## config.mk

```make
export PLATFORM = sky130hd
export DESIGN_NAME = skullfet_exerciser
export DESIGN_NICKNAME = d
export VERILOG_FILES = /design/src/rtl/skullfet_pkg.sv /design/src/rtl/skullfet_sync2.sv /design/src/rtl/skullfet_exerciser.sv
export SDC_FILE = /design/constraint.sdc
export NUM_CORES = 1
export LEC_CHECK = 0
export BUFFER_PORTS_ARGS = -buffer_cell sky130_fd_sc_hd__clkbuf_2
export CORE_UTILIZATION = 62
export DETAILED_ROUTE_END_ITERATION = 10
export PLACE_DENSITY = 0.84
export SLEW_MARGIN = 5
export SYNTH_ARGS = -nofsm -noshare
export SYNTH_HDL_FRONTEND = slang
export SYNTH_SLANG_ARGS = --single-unit
export TNS_END_PERCENT = 5
```

## constraint.sdc

```tcl
create_clock -name clk -period 2.8 [get_ports clk]
set_input_delay 0.28 -clock clk [delete_from_list [all_inputs] [get_ports clk]]
set_output_delay 0.28 -clock clk [all_outputs]
set_load 0.1 [all_outputs]
```

## src/rtl/skullfet_pkg.sv

```systemverilog
// Shared types, sizes and the reference truth table
// for the skullfet inverter/NAND exerciser.
package skullfet_pkg;

    typedef enum logic [1:0] {
        IDLE,
        SETTLE,
        SAMPLE,
        DONE
    } state_t;

    localparam int NUM_VECTORS = 4;
    localparam int ERR_W = 8;
    localparam logic [ERR_W-1:0] ERR_MAX = {ERR_W{1'b1}};

    // Ideal responses for vector {a,b}: {inv_y, nand_y}
    function automatic logic [1:0] expect_y(input logic [1:0] vec);
        logic va;
        logic vb;
        va = vec[1];
        vb = vec[0];
        return {~va, ~(va & vb)};
    endfunction

endpackage

```

## src/rtl/skullfet_sync2.sv

```systemverilog
// Two-flop synchronizer for an asynchronous return
// from the cell under test.
module skullfet_sync2 (
    input  logic clk,
    input  logic rst,
    input  logic d,
    output logic q
);

    logic meta;

    // Shift the async input through two flops
    always_ff @(posedge clk) begin
        if (rst) begin
            meta <= 1'b0;
            q    <= 1'b0;
        end else begin
            meta <= d;
            q    <= meta;
        end
    end

endmodule

```

## src/rtl/skullfet_exerciser.sv

```systemverilog
// Sweeps the four {a,b} vectors through a skullfet
// inverter and NAND, counting mismatching samples.
module skullfet_exerciser
    import skullfet_pkg::*;
#(
    parameter int SETTLE_CYCLES = 4,
    parameter int LOOPS = 16
) (
    input  logic             clk,
    input  logic             rst,
    input  logic             start,
    input  logic             inv_y,
    input  logic             nand_y,
    output logic             a,
    output logic             b,
    output logic             busy,
    output logic             done,
    output logic             pass,
    output logic [ERR_W-1:0] err_count,
    output logic [1:0]       first_fail_vec,
    output logic             first_fail_valid
);

    localparam logic [3:0] RELOAD = 4'(SETTLE_CYCLES - 1);
    localparam logic [7:0] LAST_LOOP = 8'(LOOPS - 1);
    localparam logic [1:0] LAST_VEC = 2'(NUM_VECTORS - 1);

    state_t           state;
    logic [1:0]       idx;
    logic [1:0]       idx_nxt;
    logic [7:0]       loop_cnt;
    logic [3:0]       settle;
    logic             inv_s;
    logic             nand_s;
    logic [1:0]       exp_y;
    logic             fail;
    logic [ERR_W-1:0] err_nxt;

    skullfet_sync2 u_sync_inv (
        .clk (clk),
        .rst (rst),
        .d   (inv_y),
        .q   (inv_s)
    );

    skullfet_sync2 u_sync_nand (
        .clk (clk),
        .rst (rst),
        .d   (nand_y),
        .q   (nand_s)
    );

    // Compare synchronized returns and form the saturating count
    always_comb begin
        idx_nxt = idx + 2'd1;
        exp_y   = expect_y(idx);
        fail    = (inv_s != exp_y[1]) || (nand_s != exp_y[0]);
        err_nxt = err_count;
        if (fail && (err_count != ERR_MAX)) begin
            err_nxt = err_count + 8'd1;
        end
    end

    // Run sequencer with registered drives and results
    always_ff @(posedge clk) begin
        if (rst) begin
            state            <= IDLE;
            idx              <= 2'd0;
            loop_cnt         <= 8'd0;
            settle           <= 4'd0;
            a                <= 1'b0;
            b                <= 1'b0;
            busy             <= 1'b0;
            done             <= 1'b0;
            pass             <= 1'b0;
            err_count        <= '0;
            first_fail_vec   <= 2'd0;
            first_fail_valid <= 1'b0;
        end else begin
            unique case (state)
                IDLE, DONE: begin
                    if (start) begin
                        state            <= SETTLE;
                        idx              <= 2'd0;
                        loop_cnt         <= 8'd0;
                        settle           <= RELOAD;
                        a                <= 1'b0;
                        b                <= 1'b0;
                        busy             <= 1'b1;
                        done             <= 1'b0;
                        pass             <= 1'b0;
                        err_count        <= '0;
                        first_fail_valid <= 1'b0;
                    end
                end
                SETTLE: begin
                    if (settle == 4'd0) begin
                        state <= SAMPLE;
                    end else begin
                        settle <= settle - 4'd1;
                    end
                end
                SAMPLE: begin
                    err_count <= err_nxt;
                    settle    <= RELOAD;
                    if (fail && !first_fail_valid) begin
                        first_fail_vec   <= idx;
                        first_fail_valid <= 1'b1;
                    end
                    if (idx != LAST_VEC) begin
                        idx   <= idx_nxt;
                        a     <= idx_nxt[1];
                        b     <= idx_nxt[0];
                        state <= SETTLE;
                    end else if (loop_cnt != LAST_LOOP) begin
                        idx      <= 2'd0;
                        a        <= 1'b0;
                        b        <= 1'b0;
                        loop_cnt <= loop_cnt + 8'd1;
                        state    <= SETTLE;
                    end else begin
                        state <= DONE;
                        busy  <= 1'b0;
                        done  <= 1'b1;
                        pass  <= (err_nxt == '0);
                    end
                end
                default: state <= IDLE;
            endcase
        end
    end

endmodule

```

==> reports/metrics.cfg <==
[critical_path]
crit_path_top_delay_cell=or4_1
critical_path.max_stage_delay_ns=0.61
arrival_ns=2.44
crit_type=reg -> reg
path_max_fanout=11
startpoint_type=flop
crit_chain=inv_1 -> ha_1 -> nand2b_1 -> nand2_1 -> or4_1 -> a21oi_1
cp-end-kind=flop
required_ns=3.07

[clock_tree]
clk_latency_ns=0.34
cts_tree=done
htree_levels=2
numCtsBuffers=5
clk_pin_slew_worst_paths_ns=0.10
cts_buffer_depth=2
cts_setup_buffers=0
cts_hold_buffers=0
clkSinkCount=34
clock-root-buffer=clkbuf_4
cts.repair.resized=0

[yosys]
synth_cell_types=50
synth_edf_count=0
synth_nets=230
synth-seq-cells=34
seq_area_frac_synth=0.375
synth_top_area_share=0.375
synth_area_leaders=dfxtp_1 (38%), a21oi_1 (5.8%), nor2_1 (5.8%), ha_1 (5.5%), nand2_1 (3.5%)
ys.flop_type=dfxtp_1
syn_area_per_cell_sq_um=8.35
yosysWarnings=0
synthArstFlopShare=0
syn_inst=217
yosys.area.top_type=dfxtp_1
netlist_area_sq_mm=0.00181

[routing]
detail-route-antenna-nets=0
drt-total-wl_um=3980
wire_per_inst_um=14.9
drt_first_pass_iters=6
drc=0
viasPerCell=6.39
first_iter_violations=130
vias=1713

[final_layout]
antennaDiodeCount=0
stdcell_count=268
fin_nets=250
final_core_util=0.717
syn2layout_area_growth_pct=9.11
stdcell_area_sq_mm=0.00198
final_layout_size_suffix_gt1_frac=0.173

[floorplan]
initial_core_util=0.657
num_rows=19
dieWidth_um=56.1
die_h_um=56.1
core_sq_mm=0.00276
pin_count=21
dieArea_sq_mm=0.00314

[placed_design]
hpwlAfterDp_um=2870
place.gp.congestion=0.899
dp_cells=261
port_buffers=20
dpl_cell_area_sq_mm=0.00193

[sta]
fin_tns_setup_ns=0
relSlewSlack=0.585
setup_viol=0
grt_setup_unrepaired=false
slew_viol_final=0
clock-skew-final_ns=0.0106
tightest_slew_ns=0.622
hold_viol=0
layout_min_cycle_time_ns=2.17
period_share=0.774
fmax_ghz=0.461

[job]
cap_violations=0

[grt]
grt_pass1_vias=1642
grt_pass1_wl_um=6730
overflow=0
grt_usage=0.276
antenna_found_initial=0
grt_max_degree=31

[outcome]
status=completed

[power]
power_density_mw_per_mm2=534
max-vdd-ir-drop_uv=437
fin_total_pwr_mw=1.06
p_leak_nw=0.767

[worst_hold_path]
min_path_type=in -> reg

cells by family after synthesis:
family	count (synthesis)	synth area share
and+or+nand+nor	91	0.259
AOI/OAI and AO/OA	59	0.231
DFF	34	0.375
buffers and inverters	17	0.0366
adders and majority gates	8	0.0552
xor gates and xnor gates	4	0.0193
muxes	4	0.0228
synth_stat cells, types with 2 or more instances:
library cell and n:
a2111oi_2 2, a211oi_1 6, a21o_1 2, a21oi_1 21
a22oi_1 3, a311oi_1 2, a31oi_1 4, and2_1 2
and3_1 3, buf_2 2, clkbuf_1 6, dfxtp_1 34
ha_1 8, inv_1 8, mux2i_1 3, nand2_1 17
nand2b_1 3, nand3_1 8, nand3b_1 3, nand4_1 2
nor2_1 28, nor2b_1 7, nor3_1 5, nor4_1 3
o21ai_0 5, o31ai_1 2, or4_1 3, xnor2_1 2
xor2_1 2
final cells by class:
class	count	area [sq um]
inverters	8	30.0
clock buffers	5	37.5
fillers	212	779
repair buffers	22	115
flip-flops and latches	34	681
well taps	31	38.8
multi-input cells	166	1070
clock inverters	2	10.0
state kept, by name, summed over array words and instances (netlist names):
signal and flops:
err_count 8, loop_cnt 8, settle 4, first_fail_vec 2, idx 2, state 2
busy 1, done 1, first_fail_valid 1, pass 1, u_sync_inv.meta 1, u_sync_inv.q 1
u_sync_nand.meta 1, u_sync_nand.q 1
power by group:
group	internal [mW]	switching, mW
combinational	0.0875	0.190
clock	0.0901	0.162
sequential	0.506	0.0210
total	0.684	0.373
critical path: cells and delay by family, from the launching register on:
kind                       cells  cell delay, ns
adders and majority gates      1            0.37
and+or+nand+nor                3            1.12
buffers and inverters          1            0.06
DFF                            1            0.40
AOI/OAI and AO/OA              1            0.15
cell usage in the layout, fill, tap and decap left out, drive strengths merged, types with 3 or more instances in the layout:
cell	instances
nand2	18
a31oi	4
a211oi	6
nor2	28
a21oi	21
nand3b	3
o21ai	6
inv	8
nor3	6
nand3	9
ha	8
nor2b	7
a21o	3
or4	4
nor4	3
a22oi	3
and3	3
nand2b	3
dfxtp	34
clkbuf	25
mux2i	3
worst paths after layout:
check / startpoint / depth (start not counted) / slack [ns] / end
max: state[0]$_SDFFE_PP0P_ / 6 / 0.63 / err_count[5]$_SDFFE_PP0P_
min: inv_y / 2 / 0.15 / u_sync_inv.meta$_SDFF_PP0_
max reg2reg: state[0]$_SDFFE_PP0P_ / 6 / 0.63 / err_count[5]$_SDFFE_PP0P_
min reg2reg: u_sync_inv.meta$_SDFF_PP0_ / 1 / 0.45 / u_sync_inv.q$_SDFF_PP0_
layer usage:
metal	up-vias	GRT usage	part of all wire
met3	13	0.0581	0.065
li1	831	-	-
met1	792	0.310	0.42
met4	0	0.174	0.022
met5	-	0	0
met2	77	0.473	0.50
per-stage QoR:
stage	setup WS [ns]	hold WS, ns
2_1_floorplan	0.307	0.408
3_3_place_gp	0.795	0.426
3_5_place_dp	0.684	0.443
4_1_cts	0.661	0.140
5_1_grt	0.479	0.134
6_report	0.632	0.153
Note: power is estimated with default switching activity, not from simulation.
